$ cat config.mk
export PLATFORM = sky130hd
export DESIGN_NAME = seq_serializer
export DESIGN_NICKNAME = d
export VERILOG_FILES = /design/src/rtl/seq_pkg.sv /design/src/rtl/seq_bit_cnt.sv /design/src/rtl/seq_serializer.sv
export SDC_FILE = /design/constraint.sdc
export NUM_CORES = 1
export LEC_CHECK = 0
export BUFFER_PORTS_ARGS = -buffer_cell sky130_fd_sc_hd__buf_4
export CORE_ASPECT_RATIO = 0.9
export CORE_MARGIN = 2
export CORE_UTILIZATION = 30
export DETAILED_ROUTE_END_ITERATION = 12
export PLACE_DENSITY = 0.55
export SETUP_SLACK_MARGIN = 0.05
export SYNTH_ARGS = -nofsm -noshare
export SYNTH_HDL_FRONTEND = slang
export SYNTH_SLANG_ARGS = --single-unit
$ cat constraint.sdc
create_clock -name clk -period 1.9 [get_ports clk]
set_clock_uncertainty 0.1 [all_clocks]
set_input_delay 0.38 -clock clk [delete_from_list [all_inputs] [get_ports clk]]
set_output_delay 0.38 -clock clk [all_outputs]
set_load 0.1 [all_outputs]
$ cat src/rtl/seq_pkg.sv
// Shared definitions for the serializer feeding the 11000 sequence detector.
// Holds the state encoding, the default word width and a constant clog2 helper.
package seq_pkg;

  typedef enum logic {
    ST_IDLE  = 1'b0,
    ST_SHIFT = 1'b1
  } seq_state_e;

  localparam int SEQ_W = 8;

  // Bits needed to index 0..value-1; evaluated at elaboration only.
  function automatic int clog2(input int value);
    int r;
    r = 0;
    for (int i = 0; i < 32; i++) begin
      if ((32'sd1 << i) < value) begin
        r = i + 1;
      end else begin
        r = r;
      end
    end
    return r;
  endfunction

endpackage

$ cat src/rtl/seq_bit_cnt.sv
// Modulo-W bit index counter with synchronous clear, enable and last-bit flag.
// The serializer uses it to track which bit of the loaded word is on xout.
module seq_bit_cnt
  import seq_pkg::*;
#(
  parameter int W = SEQ_W
) (
  input  logic                  clk,
  input  logic                  rst,
  input  logic                  clr,
  input  logic                  en,
  output logic [clog2(W)-1:0]   cnt,
  output logic                  last
);

  localparam int CW = clog2(W);

  logic [CW-1:0] cnt_r;
  logic          last_s;

  assign last_s = (cnt_r == CW'(W - 1));

  // Bit index register; wraps to zero after the last bit.
  always_ff @(posedge clk or negedge rst) begin
    if (!rst) begin
      cnt_r <= '0;
    end else if (clr) begin
      cnt_r <= '0;
    end else if (en) begin
      if (last_s) begin
        cnt_r <= '0;
      end else begin
        cnt_r <= cnt_r + CW'(1);
      end
    end else begin
      cnt_r <= cnt_r;
    end
  end

  assign cnt  = cnt_r;
  assign last = last_s;

endmodule

$ cat src/rtl/seq_serializer.sv
// Parallel-to-serial stage driving the 11000 detector's xin, one bit per clock.
// valid/ready input, stall via shift_en, back-to-back words without a bubble.
module seq_serializer
  import seq_pkg::*;
#(
  parameter int W          = SEQ_W,
  parameter bit MSB_FIRST  = 1'b1,
  parameter bit IDLE_LEVEL = 1'b0
) (
  input  logic         clk,
  input  logic         rst,
  input  logic [W-1:0] din,
  input  logic         din_valid,
  output logic         din_ready,
  input  logic         shift_en,
  output logic         xout,
  output logic         xout_valid,
  output logic         busy,
  output logic         word_done
);

  localparam int CW = clog2(W);

  seq_state_e    state_r, state_s;
  logic [W-1:0]  sr_r, sr_s;
  logic          xout_r, xout_s;
  logic          xv_r, xv_s;
  logic          wd_r, wd_s;
  logic          busy_r;
  logic [CW-1:0] cnt_s;
  logic          last_s;
  logic          cnt_clr_s, cnt_en_s;
  logic          din_ready_s, fire_s;

  // Word after the bit on xout has been consumed.
  function automatic logic [W-1:0] shift_next(input logic [W-1:0] v);
    if (MSB_FIRST) begin
      return {v[W-2:0], 1'b0};
    end else begin
      return {1'b0, v[W-1:1]};
    end
  endfunction

  function automatic logic first_bit(input logic [W-1:0] v);
    if (MSB_FIRST) begin
      return v[W-1];
    end else begin
      return v[0];
    end
  endfunction

  seq_bit_cnt #(.W(W)) u_cnt (
    .clk  (clk),
    .rst  (rst),
    .clr  (cnt_clr_s),
    .en   (cnt_en_s),
    .cnt  (cnt_s),
    .last (last_s)
  );

  // Ready is combinational so a new word can slot in on the last-bit edge.
  assign din_ready_s = (state_r == ST_IDLE) ||
                       ((state_r == ST_SHIFT) && last_s && shift_en);
  assign fire_s      = din_valid && din_ready_s;

  // Next-state, next shift register and next registered outputs.
  always_comb begin
    state_s   = state_r;
    sr_s      = sr_r;
    xout_s    = xout_r;
    xv_s      = 1'b0;
    wd_s      = 1'b0;
    cnt_clr_s = 1'b0;
    cnt_en_s  = 1'b0;
    case (state_r)
      ST_IDLE: begin
        if (fire_s) begin
          state_s   = ST_SHIFT;
          sr_s      = din;
          xout_s    = first_bit(din);
          xv_s      = 1'b1;
          cnt_clr_s = 1'b1;
        end else begin
          xout_s = IDLE_LEVEL;
        end
      end
      ST_SHIFT: begin
        if (shift_en) begin
          if (last_s) begin
            wd_s = 1'b1;
            if (fire_s) begin
              sr_s      = din;
              xout_s    = first_bit(din);
              xv_s      = 1'b1;
              cnt_clr_s = 1'b1;
            end else begin
              state_s   = ST_IDLE;
              sr_s      = '0;
              xout_s    = IDLE_LEVEL;
              cnt_clr_s = 1'b1;
            end
          end else begin
            sr_s     = shift_next(sr_r);
            xout_s   = first_bit(shift_next(sr_r));
            xv_s     = 1'b1;
            cnt_en_s = 1'b1;
          end
        end else begin
          // Stall: hold the bit, but it is no longer a fresh data bit.
          xv_s = 1'b0;
        end
      end
      default: begin
        state_s   = ST_IDLE;
        sr_s      = '0;
        xout_s    = IDLE_LEVEL;
        cnt_clr_s = 1'b1;
      end
    endcase
  end

  // State and output registers; reset aborts any word in flight.
  always_ff @(posedge clk or negedge rst) begin
    if (!rst) begin
      state_r <= ST_IDLE;
      sr_r    <= '0;
      xout_r  <= IDLE_LEVEL;
      xv_r    <= 1'b0;
      wd_r    <= 1'b0;
      busy_r  <= 1'b0;
    end else begin
      state_r <= state_s;
      sr_r    <= sr_s;
      xout_r  <= xout_s;
      xv_r    <= xv_s;
      wd_r    <= wd_s;
      busy_r  <= (state_s == ST_SHIFT);
    end
  end

  assign din_ready  = din_ready_s;
  assign xout       = xout_r;
  assign xout_valid = xv_r;
  assign busy       = busy_r;
  assign word_done  = wd_r;

endmodule

-- After elaboration in Yosys (flattened, before gate mapping)
Index checks and enable logic that the tools add are counted.
- flip-flop bits (word level): 43
- logic and storage cells: 42
- bits of input ports: 12
- output and inout bits: 5
- add/subtract/negate cells: 1
- equal/unequal tests: 3
- mux-type cells: 25
- reduce and logical (&&, ||, !) cells: 6
- bitwise logic cells: 1
- operators with widths (cell ; count):
    two-way mux 32 bit ; 3
    adder 32 x 1 -> 32 bit, second input constant ; 1
    equality test 32 x 3 -> 1 bit, second input constant ; 1
    two-way mux 7 bit ; 4
    case mux 7 bit (2 select lines) ; 1
    two-way mux 1 bit ; 13
    case mux 1 bit (2 select lines) ; 4
    != test 2 bit, second input constant ; 2
    logical AND 1 bit ; 3
    AND reduction 2 bit ; 1
    nonzero test 2 bit ; 1
    logical OR 1 bit ; 1
    NOT 1 bit ; 1

-- Logic depth before layout (Yosys ltp)
Gate-level depths: netlist (run 1).
- word-level depth: 9
- mapped depth: 7
- gate-level depth less buffers: 6

-- Modules after synthesis
From an unflattened synthesis (run 1), not the netlist that was laid out.
- cell total of the unflattened synthesis: 245
- area total of the unflattened synthesis: 2313.5 µm²
- by module, submodules not included (module ; cells an instance ; area an instance (µm²) ; sequential area each (µm²) ; times used):
    seq_bit_cnt ; 202 ; 1811.7 ; 800.8 ; 1
    seq_serializer ; 43 ; 501.7 ; 275.3 ; 1

-- Worst setup path before layout (run 1)
Ideal clock, no wire load.
- kind: reg-to-output
- from: reg u_cnt.cnt_r[0] (netlist: u_cnt.cnt[0])
- to: out din_ready
- arrival: 2740 ps
- path buffers: 0
- setup slack: -1320 ps
- required time: 1420 ps
- stages on the path, launching flop included: 6
- cells stage by stage: dfrtp_1 > ha_1 > and4bb_1 > nand4_1 > or2_1 > o21ai_1
- cells in the longest elaborated chain, start to end: 4
- ends and longest elaborated chain (element ; RTL line ; RTL):
    start: declaration ; seq_bit_cnt.sv:18 ; logic [CW-1:0] cnt_r;
    start signal: assignment ; seq_bit_cnt.sv:33 ; cnt_r <= cnt_r + CW'(1);
    start signal: assignment ; seq_bit_cnt.sv:36 ; cnt_r <= cnt_r;
    equality test 32 x 3 -> 1 bit ; seq_bit_cnt.sv:21 ; assign last_s = (cnt_r == CW'(W - 1));
    logical AND 1 bit (2 in series) ; seq_serializer.sv:63 ; ((state_r == ST_SHIFT) && last_s && shift_en);
    logical OR 1 bit ; seq_serializer.sv:62 ; assign din_ready_s = (state_r == ST_IDLE) ||
    end: declaration ; seq_serializer.sv:14 ; output logic din_ready,
Every way passes these cells.

-- Worst setup path in the final report (run 1)
- from: reg u_cnt.cnt_r[26] (netlist: u_cnt.cnt[26])
- to: out din_ready
The elaborated chain is that of the path after synthesis.

==> metrics.txt, run 1 <==
largest net degree at the start of global routing=44; worst path arrival time=1.91 ns; area of the core=0.00762 sq mm; Synth Cell Area=0.00239 sq mm; DIE AREA=around 0.0087 sq mm; commonest cells after routing, fill and taps aside=buf_4, dfrtp_1, nand2_1; end of the critical path=din_ready; Post-DRT Antenna Nets=0; vias per cell=5.30; Critical Path Max Stage Delay=around 0.42 ns; Die H=a little under 90 microns; I/O Buffers=16; violated checks=negative setup slack; CP Cell Sequence=nor4_4 > nand4_1 > or2_4 > o21ai_4 > buf_12; Worst R2R Path Depth=7; fillers=697; endpoints failing setup=39; CTS tree=built; leakage=approximately 1.7 nW; PD cells=632 mW/mm^2; Peak supply drop=0.000320 V; Placed Cells=437; GR Layer Usage met2=26.9%; initial antenna violation count=0; vias in the first global route=2323; initial DRC count=159; CP Launch Point=u_cnt.cnt[26]$_DFFE_PN0P_; Fin. Hold Viols=0; clock sink count=43; Rows=30; Top Usage Layer GRT=met2; fin crit share=126%; Crit. End Element=output port; layout cell share with drive strength beyond 1=49.7%; R2R Setup Slk=-0.15 ns; global-route wire length before repair=roughly 12000 microns; top cell type's share of synthesized area=a little under half; Net Count, Synth=280; top cell type by total area after synthesis=dfrtp_1; final worst setup slack=-0.486 ns; Min Hold Slack=0.234 ns; total power draw=2.47 mW; Unique masters post-synth=45; met1 usage in global routing=23.3%; crit path launch type=register; Max FO, Critical Path=2; synthesized flop and latch total=43; clock tree buffer depth=2; Clock Root Buffer=clkbuf_8; Non-Filler Instances=462; H-tree depth=2; met3 Track Usage GR=2.45%; Starting Density=31.3%; DR DRC count=0; Hold Path Class=input pin to register; Synth area leaders=dfrtp_1, nand3_1, nor2_1, xor2_1, nand2_1; ant diodes=0; global router's overall resource usage=approximately 17%; RR Endpoint=u_cnt.cnt[13]$_DFFE_PN0P_; CTS Buf Count=5; status=finished with violations; Die X=98.0 microns; RSZ-0062 raised after global routing=yes; Syn Inst Count=around 270; hpwl dp=4770 microns; Final min period=around 2.4 ns; grt total ovfl=0; Setup Slack @ Placement=-0.304 ns; Slowest-stage cell, CP=dfrtp_1; Slew @ Worst Pin=about 0.56 ns; total negative slack=-3.65 ns; GP Congestion=0.838; Routed WL=7600 microns; register area share after synthesis=45.1%; Clock Latency Late Sink=0.30 ns; # IOs=17; Slew Limit Fails=0; DR pass1 iterations=4; most common cell after layout, fill and taps aside=buf_4; RR Startpoint=u_cnt.cnt[26]$_DFFE_PN0P_; crit path kind=register to output port; yosys warns=0; Mean Syn Cell Area=8.94 sq um; Worst Path Required=approximately 1.4 ns; Fmax=about 0.42 GHz; max cap viols=0; WL/cell=16.4 microns; vias after detailed routing=between 2k and 2.5k; Syn-to-layout area delta=63.4%; layout net count=between 300 and 400; Slew HR=62.5%; Clock transition at path regs=0.09 ns
## synth_stat cells (all sizes together)
master	count
a21oi	14
and2	1
nand3	28
a21o	1
nand2b	3
nor4b	1
nor4	11
o31ai	3
o21ai	13
and4bb	1
a41oi	4
a31oi	11
clkbuf	6
a31o	1
and3	7
nor2	31
o22ai	1
and4	1
or3	2
o211ai	3
a22o	1
nor3	6
nor2b	1
nand4b	2
a22oi	1
ha	1
or4	1
buf	3
o21a	1
xnor2	5
mux2i	3
nand4	10
inv	11
or2	2
xor2	11
dfrtp	43
nand2	22
## worst min-delay path by stage
stage | from | to | slack, ns | cells past startpoint
floorplan | rst | sr_r[0]$_DFFE_PN0P_ | -0.02 | 0
CTS | din[7] | xout$_DFFE_PN0P_ | 0.23 | 3
global placement | rst | u_cnt.cnt[31]$_DFFE_PN0P_ | 0.32 | 1
detailed placement | rst | u_cnt.cnt[27]$_DFFE_PN0P_ | 0.32 | 1
finish | din[4] | sr_r[4]$_DFFE_PN0P_ | 0.23 | 3
global route | din[6] | sr_r[6]$_DFFE_PN0P_ | 0.23 | 3
## stage by stage
stage	util, %	instance area, sq um
2_1_floorplan	-	2450
3_3_place_gp	41.3	3140
3_5_place_dp	41.3	3140
4_1_cts	44.3	3380
5_1_grt	51.2	3900
6_report	51.2	3900
## flip-flops by register name, summed over array words and instances, names as in the netlist
signal	count
busy	1
word_done	1
xout	1
xout_valid	1
sr_r	7
u_cnt.cnt	32
## area by class of cell
class,count,area [sq um],share of cell area [%]
Timing Repair Buffer,99,863,22.1
Sequential cell,43,1080,27.7
Inverter,11,41.3,1.06
Multi-Input combinational cell,205,1680,43.2
Clock inverter,3,43.8,1.12
Tap cell,96,120,3.08
Clock buffer,5,68.8,1.76
## metal layers
metal | vias up | part of all wire [%]
li1 | 1178 | -
met1 | 1216 | 48
met2 | 46 | 48
met3 | 7 | 3.2
met4 | 0 | 1.1
met5 | - | 0
## repair_timing
item	4_1_cts	5_1_grt
setup endpoints to repair	42	43
hold buffers	1	0
pin swaps	4	49
buffers inserted	2	12
cloned	0	4
resized for setup	18	89
hold endpoints to repair	3	0
## logic make-up (layout without fill, tap and decap cells)
group | Yosys count | count (layout) | share of synthesized area (%)
buf+inv | 20 | 118 | 3.30
fa+ha+maj | 1 | 1 | 0.524
mux | 3 | 3 | 1.26
xor+xnor | 16 | 16 | 5.87
compound gates | 54 | 55 | 14.4
simple gates | 130 | 130 | 29.6
flops | 43 | 43 | 45.1
## critical path: cells and delay by family (launching register included)
family	cells	cell delay (ns)
AOI/OAI and AO/OA	1	0.17
buffers and inverters	1	0.20
DFF	1	0.42
and+or+nand+nor	3	0.82
## where the power goes
part | total [mW] | internal [mW] | switching, mW
clock network | 0.730 | 0.392 | 0.339
registers | 1.05 | 0.992 | 0.0628
logic | 0.682 | 0.309 | 0.373
total | 2.47 | 1.69 | 0.774
Note: power is estimated with default switching activity, not from simulation.
==> inputs of run 2 (changes only) <==
--- a/config.mk
+++ b/config.mk
@@ -9,8 +9,10 @@
 export CORE_ASPECT_RATIO = 0.9
 export CORE_MARGIN = 2
 export CORE_UTILIZATION = 30
+export CTS_BUF_LIST = sky130_fd_sc_hd__clkbuf_4 sky130_fd_sc_hd__clkbuf_8 sky130_fd_sc_hd__clkbuf_16
+export CTS_CLUSTER_SIZE = 10
 export DETAILED_ROUTE_END_ITERATION = 12
-export PLACE_DENSITY = 0.55
+export PLACE_DENSITY = 0.53
 export SETUP_SLACK_MARGIN = 0.05
 export SYNTH_ARGS = -nofsm -noshare
 export SYNTH_HDL_FRONTEND = slang
==> constraint.sdc (replaced) <==
create_clock -name clk -period 2.2 [get_ports clk]
set_clock_uncertainty 0.1 [all_clocks]
set_input_delay 0.44 -clock clk [delete_from_list [all_inputs] [get_ports clk]]
set_output_delay 0.44 -clock clk [all_outputs]
set_load 0.1 [all_outputs]
==> run 2 against run 1 <==
  * The flow still finishes with violations (negative setup slack)
  * Largest cell class unchanged
  * Clock-buffer cell count did not move
  * Cell count fell by 5.6%
  * Routed wire length decreased by 12%
  * Via count down 7.0%
  * Critical path depth did not move
  * Global-route usage is 0.31 points lower
  * Utilization shrank 8.6 points
  * Largest power group unchanged
  * Clock power decreased by 13%
  * Critical path type unchanged
  * Sequential power shrank 15%
  * Final area fell by 17%
  * Die area is the same
  * Combinational power is 30% lower
==> metrics.txt, run 2 (same netlist as run 1, synthesis figures left out) <==
status=finished with violations; violated checks=negative setup slack; worst path arrival time=1.91 ns; H-tree depth=2; clock sink count=43; vias in the first global route=2301; switch share=29.9%; clock tree buffer depth=2; P_int=1.41 mW; final worst setup slack=-0.246 ns; Setup Slack @ Placement=-0.0370 ns; Fmax=0.409 GHz; WL/cell=15.4 microns; endpoints failing setup=1; Net Switching=0.600 mW; area of the core=~0.0076 sq mm; max reg flops=32; Area after DPL=0.00299 sq mm; RR Startpoint=u_cnt.cnt[0]$_DFFE_PN0P_; PD cells=619 mW/mm^2; fin crit share=111%; Rows=30; DR DRC count=0; DR pass1 iterations=4; part of the power in registers=44.5%; most common cell after layout, fill and taps aside=buf_4; Die X=just under 100 microns; fillers=764; met1 usage in global routing=21.9%; hpwl dp=4740 microns; ant diodes=0; grt total ovfl=0; Reg area=0.00108 sq mm; crit path kind=register to output port; Clock Root Buffer=clkbuf_8; multi-input logic area=0.00131 sq mm; Fin. Hold Viols=0; vias after detailed routing=2276; CTS tree=built; RR Endpoint=u_cnt.cnt[31]$_DFFE_PN0P_; post-route cell area=0.00324 sq mm; Worst R2R Path Depth=9; layout net count=~350; Die H=just under 90 microns; Routed WL=6710 microns; I/O Buffers=16; CTS Buf Count=5; largest net degree at the start of global routing=44; global router's overall resource usage=between 10% and 20%; initial antenna violation count=0; combinational power share=23.7%; Slew HR=between 60% and 70%; Worst Path Required=around 1.7 ns; Post-DRT Antenna Nets=0; GR Layer Usage met2=26.4%; Top Usage Layer GRT=met2; Peak supply drop=0.000281 V; CP Launch Point=u_cnt.cnt[10]$_DFFE_PN0P_; Syn-to-layout area delta=35.9%; Placed Cells=421; Slew @ Worst Pin=0.578 ns; end of the critical path=din_ready; met3 Track Usage GR=3.40%; Clock transition at path regs=around 0.1 ns; Min Hold Slack=0.0163 ns; Clock power frac=31.7%; global-route wire length before repair=11200 microns; GP Congestion=around 0.84; RSZ-0062 raised after global routing=yes; CTS Hold Buffers Added=0; vias per cell=5.22; crit path launch type=register; Clock Latency Late Sink=around 0.31 ns; max cap viols=0; commonest cells after routing, fill and taps aside=buf_4, dfrtp_1, nor2_1; initial DRC count=142; Crit. End Element=output port; # IOs=17; Slew Limit Fails=0; leakage=between 1 and 1.5 nW; layout cell share with drive strength beyond 1=between 30 and 40%; Max FO, Critical Path=2; Hold Path Class=input pin to async pin; DIE AREA=0.00869 sq mm; Starting Density=31.3%; Final min period=around 2.4 ns; Non-Filler Instances=436; R2R Setup Slk=0.08 ns
run 2: cell types whose count changed in the layout (fill, tap and decap cells not counted), sizes merged:
cell | previous run | this run
buf | 96 | 74
clkbuf | 7 | 5
dlygate4sd3 | 1 | 0
o21a | 2 | 1
run 2: worst min-delay path by stage:
stage / startpoint / endpoint
floorplan: rst / busy$_DFF_PN0_
global placement: rst / u_cnt.cnt[14]$_DFFE_PN0P_
detailed placement: rst / u_cnt.cnt[14]$_DFFE_PN0P_
CTS: rst / u_cnt.cnt[14]$_DFFE_PN0P_
global route: rst / u_cnt.cnt[14]$_DFFE_PN0P_
finish: rst / u_cnt.cnt[14]$_DFFE_PN0P_
run 2: layout make-up:
type                       instances  area share (%)
timing repair buffer              74            17.9
sequential                        43            33.2
clock inverter                     3            1.35
tap                               96            3.70
multi-input combinational        204            40.5
clock buffer                       5            2.12
inverter                          11            1.27
run 2: per-stage QoR:
step	power (mW)	TNS, ns	utilization [%]
3_3_place_gp	1.34	-0.0496	39.2
3_5_place_dp	1.35	-0.0370	39.2
6_report	2.01	-0.246	42.6
4_1_cts	1.99	-0.269	41.1
2_1_floorplan	1.14	-0.449	-
5_1_grt	2.11	-0.324	42.6
run 2: power groups by stage:
stage / clock network, mW / logic, mW / registers [mW]
6_report: 0.637 / 0.477 / 0.894
5_1_grt: 0.686 / 0.518 / 0.905
4_1_cts: 0.657 / 0.441 / 0.893
3_5_place_dp: 0 / 0.438 / 0.909
3_3_place_gp: 0 / 0.432 / 0.905
2_1_floorplan: 0 / 0.166 / 0.973
run 2: worst max-delay path: stages (launching register included):
cell and delay (ns):
dfrtp_1 0.41, nor4_2 0.30, nand4_1 0.23, or2_4 0.30, o21ai_4 0.16, buf_12 0.19
run 2: per-layer routing:
metal	share of wire, %	routed length, microns
met5	0	0
met4	1.8	121
met1	49	3290
met2	46	3070
met3	3.4	227
run 2: repair_timing:
action,CTS,global route
setup buffers,0,7
setup endpoints to repair,2,5
resized for setup,6,13
pin swaps,4,6
==> inputs of run 3 (changes only) <==
--- a/config.mk
+++ b/config.mk
@@ -14,6 +14,7 @@
 export DETAILED_ROUTE_END_ITERATION = 12
 export PLACE_DENSITY = 0.53
 export SETUP_SLACK_MARGIN = 0.05
+export SKIP_CTS_REPAIR_TIMING = 1
 export SYNTH_ARGS = -nofsm -noshare
 export SYNTH_HDL_FRONTEND = slang
 export SYNTH_SLANG_ARGS = --single-unit
==> run 3 against run 2 <==
  * The run still ends with negative setup slack left
  * Flip-flop and latch count stayed put
  * Clock power hardly changed
  * Worst setup slack worse by 0.023 ns
  * Critical path type unchanged
  * Largest cell class unchanged
==> metrics.txt, run 3 (same netlist as run 1, synthesis figures left out) <==
Starting Density=31.3%; multi-input logic area=approximately 0.0013 sq mm; layout cell share with drive strength beyond 1=between 30% and 40%; PD cells=624 mW/mm^2; fillers=766; DR pass1 iterations=4; status=finished with violations; Routed WL=slightly below 7000 microns; Clock Root Buffer=clkbuf_8; max reg flops=32; Slew Limit Fails=0; leakage=1.46 nW; Placed Cells=421; CTS Buf Count=5; max cap viols=0; violated checks=negative setup slack; most common cell after layout, fill and taps aside=buf_4; Slew @ Worst Pin=roughly 0.58 ns; fin crit share=112%; CTS tree=built; vias per cell=5.27; Die H=between 80 and 90 microns; Slew HR=61.1%; commonest cells after routing, fill and taps aside=buf_4, dfrtp_1, nor2_1; global-route wire length before repair=11200 microns; H-tree depth=2; Post-DRT Antenna Nets=0; ant diodes=0; DR DRC count=0; Syn-to-layout area delta=35.1%; initial DRC count=134; crit path kind=register to output port; total negative slack=-0.269 ns; initial antenna violation count=0; Hold Path Class=input pin to async pin; clock tree buffer depth=2; clock sink count=43; Non-Filler Instances=435; endpoints failing setup=1; Peak supply drop=0.000284 V; Fin. Hold Viols=0; global router's overall resource usage=16.3%; layout net count=351; Final min period=2.47 ns; vias after detailed routing=~2.3k; RSZ-0062 raised after global routing=yes; Fmax=0.405 GHz; Clock transition at path regs=~0.10 ns; vias in the first global route=2299; DIE AREA=0.00869 sq mm; Reg area=approximately 0.0011 sq mm; # IOs=17; GP Congestion=0.844; Rows=30; final worst setup slack=-0.269 ns; area of the core=around 0.0076 sq mm; I/O Buffers=16; Die X=98.0 microns; grt total ovfl=0; Crit. End Element=output port; Worst Path Required=roughly 1.7 ns; largest net degree at the start of global routing=44; Clock Latency Late Sink=0.31 ns; crit path launch type=register; hpwl dp=4740 microns; worst path arrival time=1.93 ns; WL/cell=15.5 microns; Max FO, Critical Path=2
-- run 3: cell count changes in the layout (fill, tap and decap cells not counted) --
cell,delta
buf_4,-1
dfrtp_2,+1
a41oi_1,+1
a41oi_2,-1
dfrtp_1,-1
nand3_1,+1
nand3_2,-1
-- run 3: where the power goes --
group / internal [mW] / switching [mW] / leakage, nW / total (mW)
logic: 0.212 / 0.266 / 0.844 / 0.478
clock network: 0.339 / 0.301 / 0.0581 / 0.640
registers: 0.857 / 0.0374 / 0.553 / 0.894
total: 1.41 / 0.604 / 1.46 / 2.01
-- run 3: critical path: stages (launching register included) --
cell	delay (ns)
dfrtp_1	0.40
nor4_2	0.30
nand4_1	0.23
or2_4	0.30
o21ai_4	0.19
buf_12	0.19
-- run 3: stage by stage --
| stage | power, mW | instance area, sq um | hold WS, ns | util, % | worst slack (ns) |
|---|---|---|---|---|---|
| floorplan | 1.14 | 2400 | 0.0444 | - | -0.262 |
| global placement | 1.34 | 2990 | 0.376 | 39.2 | -0.0496 |
| detailed placement | 1.35 | 2990 | 0.378 | 39.2 | -0.0370 |
| CTS | 1.99 | 3100 | 0.0315 | 40.7 | -0.398 |
| global route | 2.11 | 3230 | 0.0428 | 42.3 | -0.329 |
| finish | 2.01 | 3230 | 0.0173 | 42.3 | -0.269 |
-- run 3: area by class of cell --
type / count / area share [%]
multi-input combinational: 204 / 40.3
sequential: 43 / 33.4
timing repair buffer: 73 / 17.7
tap: 96 / 3.72
clock buffer: 5 / 2.13
clock inverter: 3 / 1.36
inverter: 11 / 1.28
-- run 3: routing by layer --
metal	global-route usage [%]	routed length, microns	vias to the layer above	part of all wire [%]
met5	0	0	-	0
met4	5.81	121	0	1.8
met3	3.40	281	9	4.2
met2	26.3	3090	49	46
met1	21.9	3230	1113	48
li1	-	-	1123	-
-- run 3: worst paths after layout --
path / start / end / slack, ns / cells after the start
hold / removal: rst / u_cnt.cnt[14]$_DFFE_PN0P_ / 0.02 / 1
setup reg to reg: u_cnt.cnt[0]$_DFFE_PN0P_ / u_cnt.cnt[31]$_DFFE_PN0P_ / 0.07 / 9
max in group asynchronous: rst / u_cnt.cnt[21]$_DFFE_PN0P_ / 1.56 / 1
min in group clk: din[7] / xout$_DFFE_PN0P_ / 0.30 / 3
setup / recovery: u_cnt.cnt[15]$_DFFE_PN0P_ / din_ready / -0.27 / 5
hold reg to reg: sr_r[6]$_DFFE_PN0P_ / sr_r[6]$_DFFE_PN0P_ / 0.44 / 2
